===== config.mk =====
export PLATFORM = sky130hd
export DESIGN_NAME = la_capture_ctrl
export DESIGN_NICKNAME = d
export VERILOG_FILES = /design/src/rtl/la_pkg.sv /design/src/rtl/la_rate_gen.sv /design/src/rtl/la_capture_ctrl.sv
export SDC_FILE = /design/constraint.sdc
export NUM_CORES = 1
export LEC_CHECK = 0
export CAP_MARGIN = 25
export CORE_AREA = 2 2 93 95
export DETAILED_ROUTE_END_ITERATION = 6
export DIE_AREA = 0 0 95 97
export PLACE_DENSITY = 0.78
export SYNTH_ARGS = -nofsm -noshare
export SYNTH_HDL_FRONTEND = slang
export SYNTH_SLANG_ARGS = --single-unit

===== constraint.sdc =====
create_clock -name CLKin -period 1.8 [get_ports CLKin]
set_input_delay 0.45 -clock CLKin [delete_from_list [all_inputs] [get_ports CLKin]]
set_output_delay 0.45 -clock CLKin [all_outputs]
set_load 0.005 [all_outputs]

===== src/rtl/la_pkg.sv =====
// Shared definitions for the logic analyzer capture path and host register map.
package la_pkg;

    localparam int LA_WIDTH = 8;
    localparam int LA_AW    = 10;

    typedef enum logic [1:0] {
        ST_IDLE = 2'd0,
        ST_WAIT = 2'd1,
        ST_POST = 2'd2,
        ST_DONE = 2'd3
    } la_state_e;

endpackage


===== src/rtl/la_rate_gen.sv =====
// Programmable sample-rate strobe: TICK once every DIV+1 enabled clocks.
// DIV is compared live; lowering it below the running count lets the
// counter roll through 0xFFFF before the next tick.
module la_rate_gen (
    input  logic        CLKin,
    input  logic        RSTn,
    input  logic        EN,
    input  logic [15:0] DIV,
    output logic        TICK
);

    logic [15:0] rc_q, rc_d;

    assign TICK = EN && (rc_q == DIV);

    // Count while enabled, reload on tick, hold cleared while disabled
    always_comb begin
        rc_d = '0;
        if (EN && !TICK) rc_d = rc_q + 16'd1;
    end

    // Rate counter register
    always_ff @(posedge CLKin or negedge RSTn) begin
        if (!RSTn) rc_q <= '0;
        else       rc_q <= rc_d;
    end

endmodule


===== src/rtl/la_capture_ctrl.sv =====
// Capture controller: sample PROBE on each rate tick, write it to the sample
// RAM, arm/trigger/post-count sequencing, completion reporting.
module la_capture_ctrl
    import la_pkg::*;
#(
    parameter int WIDTH = LA_WIDTH,
    parameter int AW    = LA_AW
) (
    input  logic             CLKin,
    input  logic             RSTn,
    input  logic [15:0]      DIV,
    input  logic             ARM,
    input  logic             ABORT,
    input  logic [AW-1:0]    POST_CNT,
    input  logic [WIDTH-1:0] TRIG_MASK,
    input  logic [WIDTH-1:0] TRIG_VAL,
    input  logic [WIDTH-1:0] PROBE,
    output logic             WE,
    output logic [AW-1:0]    WADDR,
    output logic [WIDTH-1:0] WDATA,
    output logic [AW-1:0]    TRIG_ADDR,
    output logic             WRAPPED,
    output logic             BUSY,
    output logic             DONE
);

    la_state_e        state_q, state_d;
    logic [AW-1:0]    ptr_q, ptr_d, ptr_adv;
    logic [AW-1:0]    trig_addr_q, trig_addr_d;
    logic [AW-1:0]    pc_q, pc_d;
    logic             we_q, we_d;
    logic             wrapped_q, wrapped_d;
    logic [WIDTH-1:0] wdata_q, wdata_d;
    logic             busy, tick, trig_hit;

    assign busy = (state_q == ST_WAIT) || (state_q == ST_POST);

    la_rate_gen u_rate (
        .CLKin (CLKin),
        .RSTn  (RSTn),
        .EN    (busy),
        .DIV   (DIV),
        .TICK  (tick)
    );

    // The pointer doubles as WADDR: it steps the cycle after each write, so
    // ptr_adv is the address the sample taken on this edge will land at.
    assign ptr_adv  = we_q ? ptr_q + AW'(1) : ptr_q;
    assign trig_hit = ((PROBE ^ TRIG_VAL) & TRIG_MASK) == '0;

    // Next-state, pointer, trigger and post-count logic; ABORT overrides all
    always_comb begin
        state_d     = state_q;
        ptr_d       = ptr_adv;
        wrapped_d   = wrapped_q | (we_q && (&ptr_q));
        trig_addr_d = trig_addr_q;
        pc_d        = pc_q;
        we_d        = 1'b0;
        wdata_d     = wdata_q;
        if (ABORT) begin
            state_d = ST_IDLE;
        end else begin
            unique case (state_q)
                ST_IDLE, ST_DONE: begin
                    if (ARM) begin
                        state_d   = ST_WAIT;
                        ptr_d     = '0;
                        wrapped_d = 1'b0;
                        pc_d      = POST_CNT;
                    end
                end
                ST_WAIT: begin
                    if (tick) begin
                        we_d    = 1'b1;
                        wdata_d = PROBE;
                        if (trig_hit) begin
                            trig_addr_d = ptr_adv;
                            state_d     = (pc_q == '0) ? ST_DONE : ST_POST;
                        end
                    end
                end
                ST_POST: begin
                    if (tick) begin
                        we_d    = 1'b1;
                        wdata_d = PROBE;
                        pc_d    = pc_q - AW'(1);
                        if (pc_q == AW'(1)) state_d = ST_DONE;
                    end
                end
                default: state_d = ST_IDLE;
            endcase
        end
    end

    // Capture state registers
    always_ff @(posedge CLKin or negedge RSTn) begin
        if (!RSTn) begin
            state_q     <= ST_IDLE;
            ptr_q       <= '0;
            trig_addr_q <= '0;
            pc_q        <= '0;
            we_q        <= 1'b0;
            wrapped_q   <= 1'b0;
            wdata_q     <= '0;
        end else begin
            state_q     <= state_d;
            ptr_q       <= ptr_d;
            trig_addr_q <= trig_addr_d;
            pc_q        <= pc_d;
            we_q        <= we_d;
            wrapped_q   <= wrapped_d;
            wdata_q     <= wdata_d;
        end
    end

    assign WE        = we_q;
    assign WADDR     = ptr_q;
    assign WDATA     = wdata_q;
    assign TRIG_ADDR = trig_addr_q;
    assign WRAPPED   = wrapped_q;
    assign BUSY      = busy;
    assign DONE      = (state_q == ST_DONE);

endmodule


==> flow_metrics.env <==
export IMPL_slew_violations=0
export IMPL_final_cell_area_sq_mm=0.00498
export IMPL_seq_area_sq_mm=0.00146
export IMPL_synth_fp_nets=374
export IMPL_min_path_type="in -> async"
export IMPL_hold_violations=0
export IMPL_yosysSeqAreaShare=0.465
export IMPL_cp_arrival_ps=2200
export IMPL_place_congestion=0.849
export IMPL_grt_pass1_wl_microns=13800
export IMPL_antenna_found_initial=0
export IMPL_gr_total_overflow=0
export IMPL_grt_max_degree=59
export IMPL_cts_sinks=58
export IMPL_worst_path_max_fanout=8
export IMPL_fp_dieH_microns=97
export IMPL_fin_skew_ps=9.97
export IMPL_cp_required_ps=2010
export IMPL_worst_path_max_delay_cell="dfrtp_1"
export IMPL_track_usage=0.188
export IMPL_diodes=0
export IMPL_status="complete, but fails checks"
export IMPL_ant_nets=0
export IMPL_cap_violations=0
export IMPL_coreArea_sq_mm=0.00813
export IMPL_drc=0
export IMPL_synth_edff_count=0
export IMPL_syn_to_final_growth_pct=59.5
export IMPL_end_kind="flip-flop"
export IMPL_wl_per_cell_microns=15.2
export IMPL_vdd_drop_max_mv=0.403
export IMPL_syn_area_per_cell_sq_um=10.0
export IMPL_cp_top_family="simple AND/OR/NAND/NOR gates"
export IMPL_fmax_ghz=0.503
export IMPL_clk_latency_ps=340
export IMPL_cp_num_buf_inv=1
export IMPL_placed_area_sq_mm=0.00450
export IMPL_relSlewSlack=0.760
export IMPL_cts_inserted_buffers=9
export IMPL_synthArstFlopShare=1.00
export IMPL_finalWirelength_microns=8570
export IMPL_drtIter0Drc=67
export IMPL_start_util=0.384
export IMPL_synthCells=312
export IMPL_leakage_nw=2.17
export IMPL_yosys_warnings=0
export IMPL_hpwl_microns=5720
export IMPL_nFillCells=673
export IMPL_root_buffer="clkbuf_8"
export IMPL_multi_input_area_sq_mm=0.00182
export IMPL_path_class="reg -> reg"
export IMPL_cts_tree="done"
export IMPL_io_pins=86
export IMPL_period_needed_ps=1990
export IMPL_setup_ws_ps=-187
export IMPL_drive_gt1_frac=0.284
export IMPL_rows=33
export IMPL_die_area_sq_mm=0.00922
export IMPL_power_mw=4.73
export IMPL_nNetsFinal=515
export IMPL_vias_per_cell=5.10
export IMPL_path_cells="xnor2_2, nand4_1, nor4_4, nor3b_4, buf_12, mux2_4"
export IMPL_htreeDepth=3
export IMPL_synth_seq_cells=58
export IMPL_cts_buffer_depth=2
export IMPL_max_stage_delay_ps=410
export IMPL_pwr_density_cell_mw_per_mm2=951
export IMPL_vias=2874
export IMPL_ys_flop_type="dfrtp_1"
export IMPL_preCtsSetupSlack_ps=-792
export IMPL_crit_path_start_kind="flip-flop"
export IMPL_grt_pass1_vias=2934
export IMPL_synth_cell_type_count=42
export IMPL_netlist_area_sq_mm=0.00312
export IMPL_setup_viol=30
export IMPL_tightest_slew_ps=360
export IMPL_violations="setup timing"
export IMPL_grt_setup_unrepaired="true"
export IMPL_io_buffers=85
export IMPL_dieWidth_microns=95
export IMPL_clk_pin_slew_ps=70
export IMPL_dr_pass1_iters=4
export IMPL_finalCritPeriodShare=1.10
==> layout make-up <==
class / count / share of cell area
clock buffer: 11 / 0.0284
clock inverter: 5 / 0.0156
inverter: 10 / 0.00754
multi-input combinational: 230 / 0.365
sequential: 58 / 0.292
tap: 105 / 0.0264
timing repair buffer: 144 / 0.265
==> Yosys cell counts, drive strengths merged (9+ instances only) <==
library cell / number / area [sq um]
dfrtp: 58 / 1450
nor2: 40 / 153
xnor2: 24 / 210
xor2: 21 / 184
a21oi: 15 / 75.1
nand2: 14 / 52.6
a31oi: 13 / 87.6
nand3: 13 / 65.1
nand4: 11 / 68.8
inv: 9 / 33.8
nor3: 9 / 45.0
o21ai: 9 / 45.0
==> cells by family after synthesis <==
kind of cell | count (synthesis) | synth area share
adder cells (fa/ha/maj) | 8 | 0.0321
multiplexers | 10 | 0.0353
XOR/XNOR | 45 | 0.126
buffers and inverters | 25 | 0.0421
flip-flops | 58 | 0.465
AO/OA/AOI/OAI | 64 | 0.135
AND/OR/NAND/NOR | 102 | 0.165
==> cell usage in the layout (no fill, tap or decap), drive strengths merged, types with 9 or more instances in the layout <==
master	n
buf	60
dfrtp	58
clkdlybuf4s50	50
nor2	40
dlygate4sd2	33
xnor2	24
xor2	21
a21oi	15
nand2	14
a31oi	14
nand3	13
nand4	11
clkbuf	11
inv	9
o21ai	9
nor3	9
==> flip-flops by register name, summed over array words and instances, names as in the netlist <==
signal,count
u_rate.rc_q,16
pc_q,10
TRIG_ADDR,10
WE,1
state_q,2
WRAPPED,1
WDATA,8
WADDR,10
==> repair_timing <==
item	CTS	global route
endpoints found under the setup margin	34	40
cloned	1	0
resized for setup	64	15
setup buffers	5	2
pin swaps	27	5
hold buffers	0	0
==> report_power, final <==
part	switching (mW)	total [mW]	leakage (nW)	internal (mW)
registers	0.145	1.59	0.776	1.45
clock network	0.512	1.32	0.109	0.813
logic	0.941	1.82	1.28	0.878
total	1.60	4.73	2.17	3.14
==> metal layers <==
metal  vias to the layer above  global-route usage  wire length (microns)
met5                         -                   0                      0
met4                         0              0.0624                    175
met3                        17              0.0382                    557
met2                       100               0.303                   4200
met1                      1362               0.252                   3640
li1                       1395                   -                      -
==> stage by stage <==
| step | setup TNS (ps) | instances | hold WS [ps] | util |
|---|---|---|---|---|
| global route | -8240 | 563 | 142 | 0.612 |
| finish | -4070 | 563 | 110 | 0.612 |
| detailed placement | -27500 | 539 | 489 | 0.554 |
| floorplan | -1150 | 312 | 154 | - |
| CTS | -4960 | 561 | 131 | 0.601 |
| global placement | -26560 | 539 | 481 | 0.554 |
==> path summary, 6_finish.rpt <==
check | from | end | slack [ps] | depth (start not counted)
max in group asynchronous | RSTn | WE | 1390 | 2
min in group CLKin | WDATA[3] | WDATA[3] | 510 | 1
setup / recovery | u_rate.rc_q[9] | WDATA[2] | -190 | 6
setup reg to reg | u_rate.rc_q[9] | WDATA[2] | -190 | 6
hold / removal | RSTn | pc_q[2] | 110 | 2
hold reg to reg | WDATA[3] | WDATA[3] | 510 | 1
(Power assumes the default switching activity.)
